### src/rtl/llc_mem_line_packer.sv
// LLC <-> word-bus line packer: serializes write-back lines into word beats and
// reassembles read data words into a full line response. One transaction in flight.

module llc_mem_line_packer_lane #(
  parameter int WORD_W = 32
) (
  input  logic              clk,
  input  logic              rst,
  input  logic              i_we,
  input  logic [WORD_W-1:0] i_data,
  output logic [WORD_W-1:0] o_word
);
  logic [WORD_W-1:0] r_word;

  always_ff @(posedge clk or posedge rst) begin
    if (rst)       r_word <= '0;
    else if (i_we) r_word <= i_data;
  end

  assign o_word = r_word;
endmodule

module llc_mem_line_packer #(
  parameter int WORD_W   = 32,
  parameter int WORDS    = 4,
  parameter int ADDR_W   = 32,
  parameter int OFFSET_W = 4
) (
  input  logic                       clk,
  input  logic                       rst,
  input  logic                       llc_mem_req_valid,
  output logic                       llc_mem_req_ready,
  input  logic                       llc_mem_req_hwrite,
  input  logic [2:0]                 llc_mem_req_hsize,
  input  logic [1:0]                 llc_mem_req_hprot,
  input  logic [ADDR_W-OFFSET_W-1:0] llc_mem_req_addr,
  input  logic [WORDS*WORD_W-1:0]    llc_mem_req_line,
  output logic                       llc_mem_rsp_valid,
  input  logic                       llc_mem_rsp_ready,
  output logic [WORDS*WORD_W-1:0]    llc_mem_rsp_line,
  output logic                       bus_req_valid,
  input  logic                       bus_req_ready,
  output logic                       bus_req_write,
  output logic [ADDR_W-1:0]          bus_req_addr,
  output logic [2:0]                 bus_req_hsize,
  output logic [1:0]                 bus_req_hprot,
  output logic [WORD_W-1:0]          bus_req_wdata,
  output logic                       bus_req_last,
  input  logic                       bus_rsp_valid,
  output logic                       bus_rsp_ready,
  input  logic [WORD_W-1:0]          bus_rsp_data
);
  localparam int CNT_W   = $clog2(WORDS);
  localparam int BYTE_SH = $clog2(WORD_W/8);

  typedef enum logic [2:0] {IDLE, WR_BEAT, RD_ADDR, RD_DATA, RSP} state_t;

  state_t                          r_state, w_state_nxt;
  logic [CNT_W-1:0]                r_cnt, w_cnt_nxt;
  logic [2:0]                      r_hsize;
  logic [1:0]                      r_hprot;
  logic [ADDR_W-OFFSET_W-1:0]      r_addr;
  logic [WORDS-1:0][WORD_W-1:0]    r_line;
  logic [WORDS-1:0][WORD_W-1:0]    w_rsp_words;
  logic [WORDS-1:0]                w_lane_we;
  logic [OFFSET_W-1:0]             w_off;
  logic                            w_last;
  logic                            w_accept;

  assign w_last   = (r_cnt == CNT_W'(WORDS-1));
  assign w_accept = (r_state == IDLE) && llc_mem_req_valid;
  // Beat offset lives only in the offset field, so it can never carry into the line address.
  assign w_off    = OFFSET_W'(r_cnt) << BYTE_SH;

  always_comb begin
    w_state_nxt       = r_state;
    w_cnt_nxt         = r_cnt;
    llc_mem_req_ready = 1'b0;
    llc_mem_rsp_valid = 1'b0;
    bus_req_valid     = 1'b0;
    bus_req_write     = 1'b0;
    bus_req_addr      = '0;
    bus_req_wdata     = '0;
    bus_req_last      = 1'b0;
    bus_rsp_ready     = 1'b0;
    case (r_state)
      IDLE: begin
        llc_mem_req_ready = 1'b1;
        if (llc_mem_req_valid) begin
          w_cnt_nxt   = '0;
          w_state_nxt = llc_mem_req_hwrite ? WR_BEAT : RD_ADDR;
        end
      end
      WR_BEAT: begin
        bus_req_valid = 1'b1;
        bus_req_write = 1'b1;
        bus_req_addr  = {r_addr, w_off};
        bus_req_wdata = r_line[r_cnt];
        bus_req_last  = w_last;
        if (bus_req_ready) begin
          if (w_last) begin
            w_state_nxt = IDLE;
            w_cnt_nxt   = '0;
          end else begin
            w_cnt_nxt = r_cnt + CNT_W'(1);
          end
        end
      end
      RD_ADDR: begin
        bus_req_valid = 1'b1;
        bus_req_addr  = {r_addr, {OFFSET_W{1'b0}}};
        bus_req_last  = 1'b1;
        if (bus_req_ready) begin
          w_state_nxt = RD_DATA;
          w_cnt_nxt   = '0;
        end
      end
      RD_DATA: begin
        bus_rsp_ready = 1'b1;
        if (bus_rsp_valid) begin
          if (w_last) begin
            w_state_nxt = RSP;
            w_cnt_nxt   = '0;
          end else begin
            w_cnt_nxt = r_cnt + CNT_W'(1);
          end
        end
      end
      RSP: begin
        llc_mem_rsp_valid = 1'b1;
        if (llc_mem_rsp_ready) w_state_nxt = IDLE;
      end
      default: w_state_nxt = IDLE;
    endcase
  end

  always_ff @(posedge clk or posedge rst) begin
    if (rst) begin
      r_state <= IDLE;
      r_cnt   <= '0;
      r_hsize <= '0;
      r_hprot <= '0;
      r_addr  <= '0;
      r_line  <= '0;
    end else begin
      r_state <= w_state_nxt;
      r_cnt   <= w_cnt_nxt;
      if (w_accept) begin
        r_hsize <= llc_mem_req_hsize;
        r_hprot <= llc_mem_req_hprot;
        r_addr  <= llc_mem_req_addr;
        r_line  <= llc_mem_req_line;
      end
    end
  end

  // Response line is one register per word; reset clears it so an aborted read leaves nothing behind.
  for (genvar i = 0; i < WORDS; i++) begin : g_lane
    assign w_lane_we[i] = (r_state == RD_DATA) && bus_rsp_valid && (r_cnt == CNT_W'(i));
    llc_mem_line_packer_lane #(.WORD_W(WORD_W)) u_lane (
      .clk    (clk),
      .rst    (rst),
      .i_we   (w_lane_we[i]),
      .i_data (bus_rsp_data),
      .o_word (w_rsp_words[i])
    );
  end

  assign llc_mem_rsp_line = w_rsp_words;
  assign bus_req_hsize    = r_hsize;
  assign bus_req_hprot    = r_hprot;
endmodule

### config.mk
export PLATFORM = sky130hd
export DESIGN_NAME = llc_mem_line_packer
export DESIGN_NICKNAME = d
export VERILOG_FILES = /design/src/rtl/llc_mem_line_packer.sv
export SDC_FILE = /design/constraint.sdc
export NUM_CORES = 1
export LEC_CHECK = 0
export CAP_MARGIN = 20
export CORE_ASPECT_RATIO = 1.1
export CORE_MARGIN = 2
export CORE_UTILIZATION = 40
export DETAILED_ROUTE_END_ITERATION = 8
export PLACE_DENSITY = 0.7
export SYNTH_ARGS = -nofsm -noshare
export SYNTH_HDL_FRONTEND = slang
export SYNTH_HIERARCHICAL = 1
export SYNTH_SLANG_ARGS = --single-unit
### constraint.sdc
create_clock -name clk -period 8.7 [get_ports clk]
set_clock_uncertainty 0.15 [all_clocks]
set_input_delay 2.175 -clock clk [delete_from_list [all_inputs] [get_ports clk]]
set_output_delay 2.175 -clock clk [all_outputs]
set_load 0.005 [all_outputs]
==> flow_summary.ini <==
[global_route]
global_route.usage.total_pct = 19.41
grt_antenna_before_repair = 1
grt_pass1_wl_mm = 52.53
grt_pass1_vias = 8742
grt_remaining_overflow = 0
pin_count_of_the_biggest_net_entering_global_routing = 135

[worst_setup_path]
timing.critical_path.to = bus_req_wdata[27]
critical_path.startpoint_type = register
endpoint_kind = output pin
crit_fanout = 20
timing.critical_path.arrival_ns = 3.11
worst_ep_required_time_ns = 6.38
regToRegStartpoint = r_state[1]$_DFFE_PP0P_
worst_r2r_path_depth = 4
r2r_setup_slack_ns = 5.88
rr_endpoint = r_line[121]$_DFFE_PP0P_
setup.worst_path.class = register to output pin
worstSetupStartpoint = r_state[0]$_DFFE_PP0P_

[yosys]
ys_seq_elements = 294
yosys-top-cells-area = dfrtp_1 54%, mux2_4 23%, mux2_2 6.7%
edff_count_synth = 0
yosysMostFrequentCell = dfrtp_1
synth_warnings = 6
synth-async-reset-ratio_pct = 100.0
ys_top_cells_by_count = 294 x dfrtp_1, 210 x mux2_4, 80 x mux2_2
post-synth-top-area-cell = dfrtp_1
synth_top_flop_cell = dfrtp_1
yosys.cell_types.count = 33
syn_avg_cell_area_um2 = 17.22
yosysSeqAreaShare_pct = 54.42
synth.cell_area_mm2 = 0.01352
synth_top_area_share_pct = 54.42
post_synthesis_cells = 785

[route]
first_iter_violations = 369
vias = 8034
route.detailed.drc = 0
drt-pass1-iter-count = 5
totalWireLength_mm = 34.25
detail_route.wl_per_cell_um = 20.94
per_cell_via_count_in_the_routed_design = 4.914
detail-route-antenna-nets = 0

[sta]
worstMarginPinSlew_ns = 1.051
final.min_clock_period_ns = 5.438
final_min_period_over_clock_period_pct = 62.50
slew-limit-headroom_pct = 29.91
finalWorstSetupSlack_ns = 3.262
grt_setup_unrepaired = false
finalSetupTns_ns = 0
final_number_of_setup_violating_endpoints = 0
fmaxAchievable_ghz = 0.1839
timing.hold.ws_ns = 0.3482
timing_max_transition_violations_final = 0
finalHoldViolCount = 0

[clock_tree]
cts_resized = 0
cts.htree.levels = 2
holdBufCountCts = 0
clock_sink_count = 294
clk-insertion-delay-late_ns = 0.50
root_buffer = clkbuf_16
cts_post_setup_buffers_inserted = 0
clkSlewWorstSetupHoldPaths_ns = 0.06
tritoncts_clock_tree = yes
cts_made_buffers = 34
clockBufferDepth = 3

[power]
power_per_standard_cell_area_mw_per_mm2 = 374.9
pwr-share-seq_pct = 35.5
p_sw_w = 0.001900
p_leak_nw = 8.054
swShare_pct = 27.02
p_comb_share_pct = 43.7
clkPwrFrac_pct = 20.8
ir_drop_v = 0.0001970
intPower_w = 0.005134

[finish]
count_of_nets_after_finishing = 1386
filler_cell_count = 2678
layout-area-overhead-vs-synth_pct = 38.82
post_route_utilization_pct = 56.39
final_instance_count_excl_fillers = 1635
insertedDiodeCount = 0
layout-drive-gt1-share_pct = 33.25

[placement]
detailed_place_hpwl_mm = 23.51
placed_cells_incl_taps = 1576
number_of_i_o_port_buffers = 400
preCtsSetupSlack_ns = 3.448
gp_congestion = 0.7965

[worst_hold_path]
hold_path_class = register to register

[floorplan]
die_w_um = 179.3
rows = 70
pin_count = 403
die_area_mm2 = 0.03529
dieHeight_um = 196.8
start_util_pct = 40.62
core_area_mm2 = 0.03328

[status]
result_of_the_run = finished, final reports clean

[run]
max_cap_violations = 0
[routing by layer]
| metal | track usage [%] | share of wire, % | vias to the layer above | wire length (um) |
|---|---|---|---|---|
| met5 | 0 | 0.038 | - | 13 |
| met4 | 4.809 | 1.8 | 2 | 620 |
| met3 | 7.562 | 10 | 46 | 3574 |
| met2 | 31.84 | 47 | 337 | 16250 |
| met1 | 24.00 | 40 | 4070 | 13790 |
| li1 | - | - | 3579 | - |
[stage by stage]
stage | power [W] | area (um^2)
2_1_floorplan | 0.004133 | 13520
3_3_place_gp | 0.005532 | 17540
3_5_place_dp | 0.005594 | 17540
4_1_cts | 0.007114 | 18710
5_1_grt | 0.007451 | 18770
6_report | 0.007035 | 18770
[kinds of logic (layout without fill, tap and decap cells)]
| group | after synthesis | count (layout) | synth area share, % |
|---|---|---|---|
| buffers and inverters | 63 | 480 | 4.998 |
| AOI/OAI and AO/OA | 9 | 9 | 0.4721 |
| other | 1 | 2 | 0.02774 |
| and+or+nand+nor | 88 | 88 | 4.100 |
| muxes | 326 | 326 | 35.61 |
| DFF | 294 | 294 | 54.42 |
| adders and majority gates | 4 | 4 | 0.3702 |
[state kept, by name, indices dropped and copies added, names as in the netlist]
register and count:
bus_req_hprot 2, bus_req_hsize 3, g_lane.u_lane/o_word 128, r_addr 28, r_cnt 2, r_line 128, r_state 3
[worst min-delay path by stage]
stage | startpoint | cells past startpoint | endpoint
final | r_addr[6]$_DFFE_PP0P_ | 1 | r_addr[6]$_DFFE_PP0P_
after global routing | r_line[22]$_DFFE_PP0P_ | 1 | r_line[22]$_DFFE_PP0P_
after CTS | r_addr[6]$_DFFE_PP0P_ | 1 | r_addr[6]$_DFFE_PP0P_
after detailed placement | r_addr[22]$_DFFE_PP0P_ | 1 | r_addr[22]$_DFFE_PP0P_
after global placement | r_addr[3]$_DFFE_PP0P_ | 1 | r_addr[3]$_DFFE_PP0P_
after floorplan | r_addr[0]$_DFFE_PP0P_ | 1 | r_addr[0]$_DFFE_PP0P_
[worst max-delay path, cell delays in order, from the launching register on]
cell             delay [ns]
dfrtp_1                0.64
inv_1                  0.17
or3_1                  0.41
inv_1                  0.44
buf_16                 0.22
and2_1                 0.13
clkdlybuf4s50_1        0.60
[power by group through the flow]
stage               clock network [W]  registers [W]  logic (W)
floorplan                           0        0.00238    0.00176
global placement                    0        0.00249    0.00304
detailed placement                  0        0.00251    0.00308
CTS                           0.00151        0.00251    0.00310
global route                  0.00157        0.00259    0.00330
finish                        0.00146        0.00250    0.00307
[placed cells by master, fill, tap and decap left out, types with 2 or more instances in the layout]
| cell type | n |
|---|---|
| ha_1 | 4 |
| inv_1 | 9 |
| nand2b_1 | 4 |
| and2_2 | 4 |
| or3_1 | 2 |
| nor2_1 | 3 |
| mux2_2 | 80 |
| a21oi_1 | 3 |
| mux2_4 | 210 |
| clkbuf_16 | 37 |
| mux2i_1 | 4 |
| buf_16 | 2 |
| or2_2 | 2 |
| nor3b_1 | 3 |
| and2_1 | 60 |
| bufinv_16 | 2 |
| nor4_1 | 2 |
| clkbuf_8 | 11 |
| clkbuf_1 | 4 |
| clkinv_2 | 2 |
| dfrtp_1 | 292 |
| dfrtp_2 | 2 |
| conb_1 | 2 |
| clkdlybuf4s50_1 | 400 |
| buf_4 | 10 |
| mux4_2 | 32 |
| nand3_1 | 2 |
[cell type report]
class,instances,area [um^2],share of cell area [%]
Clock buffer,52,1092,5.820
Clock inverter,5,78.83,0.4200
Inverter,10,42.54,0.2267
Multi-Input combinational cell,429,5499,29.30
Sequential cell,294,7360,39.22
Tap cell,432,540.5,2.880
Timing Repair Buffer,413,4154,22.13
No activity file was read; power rests on OpenSTA's default activity.
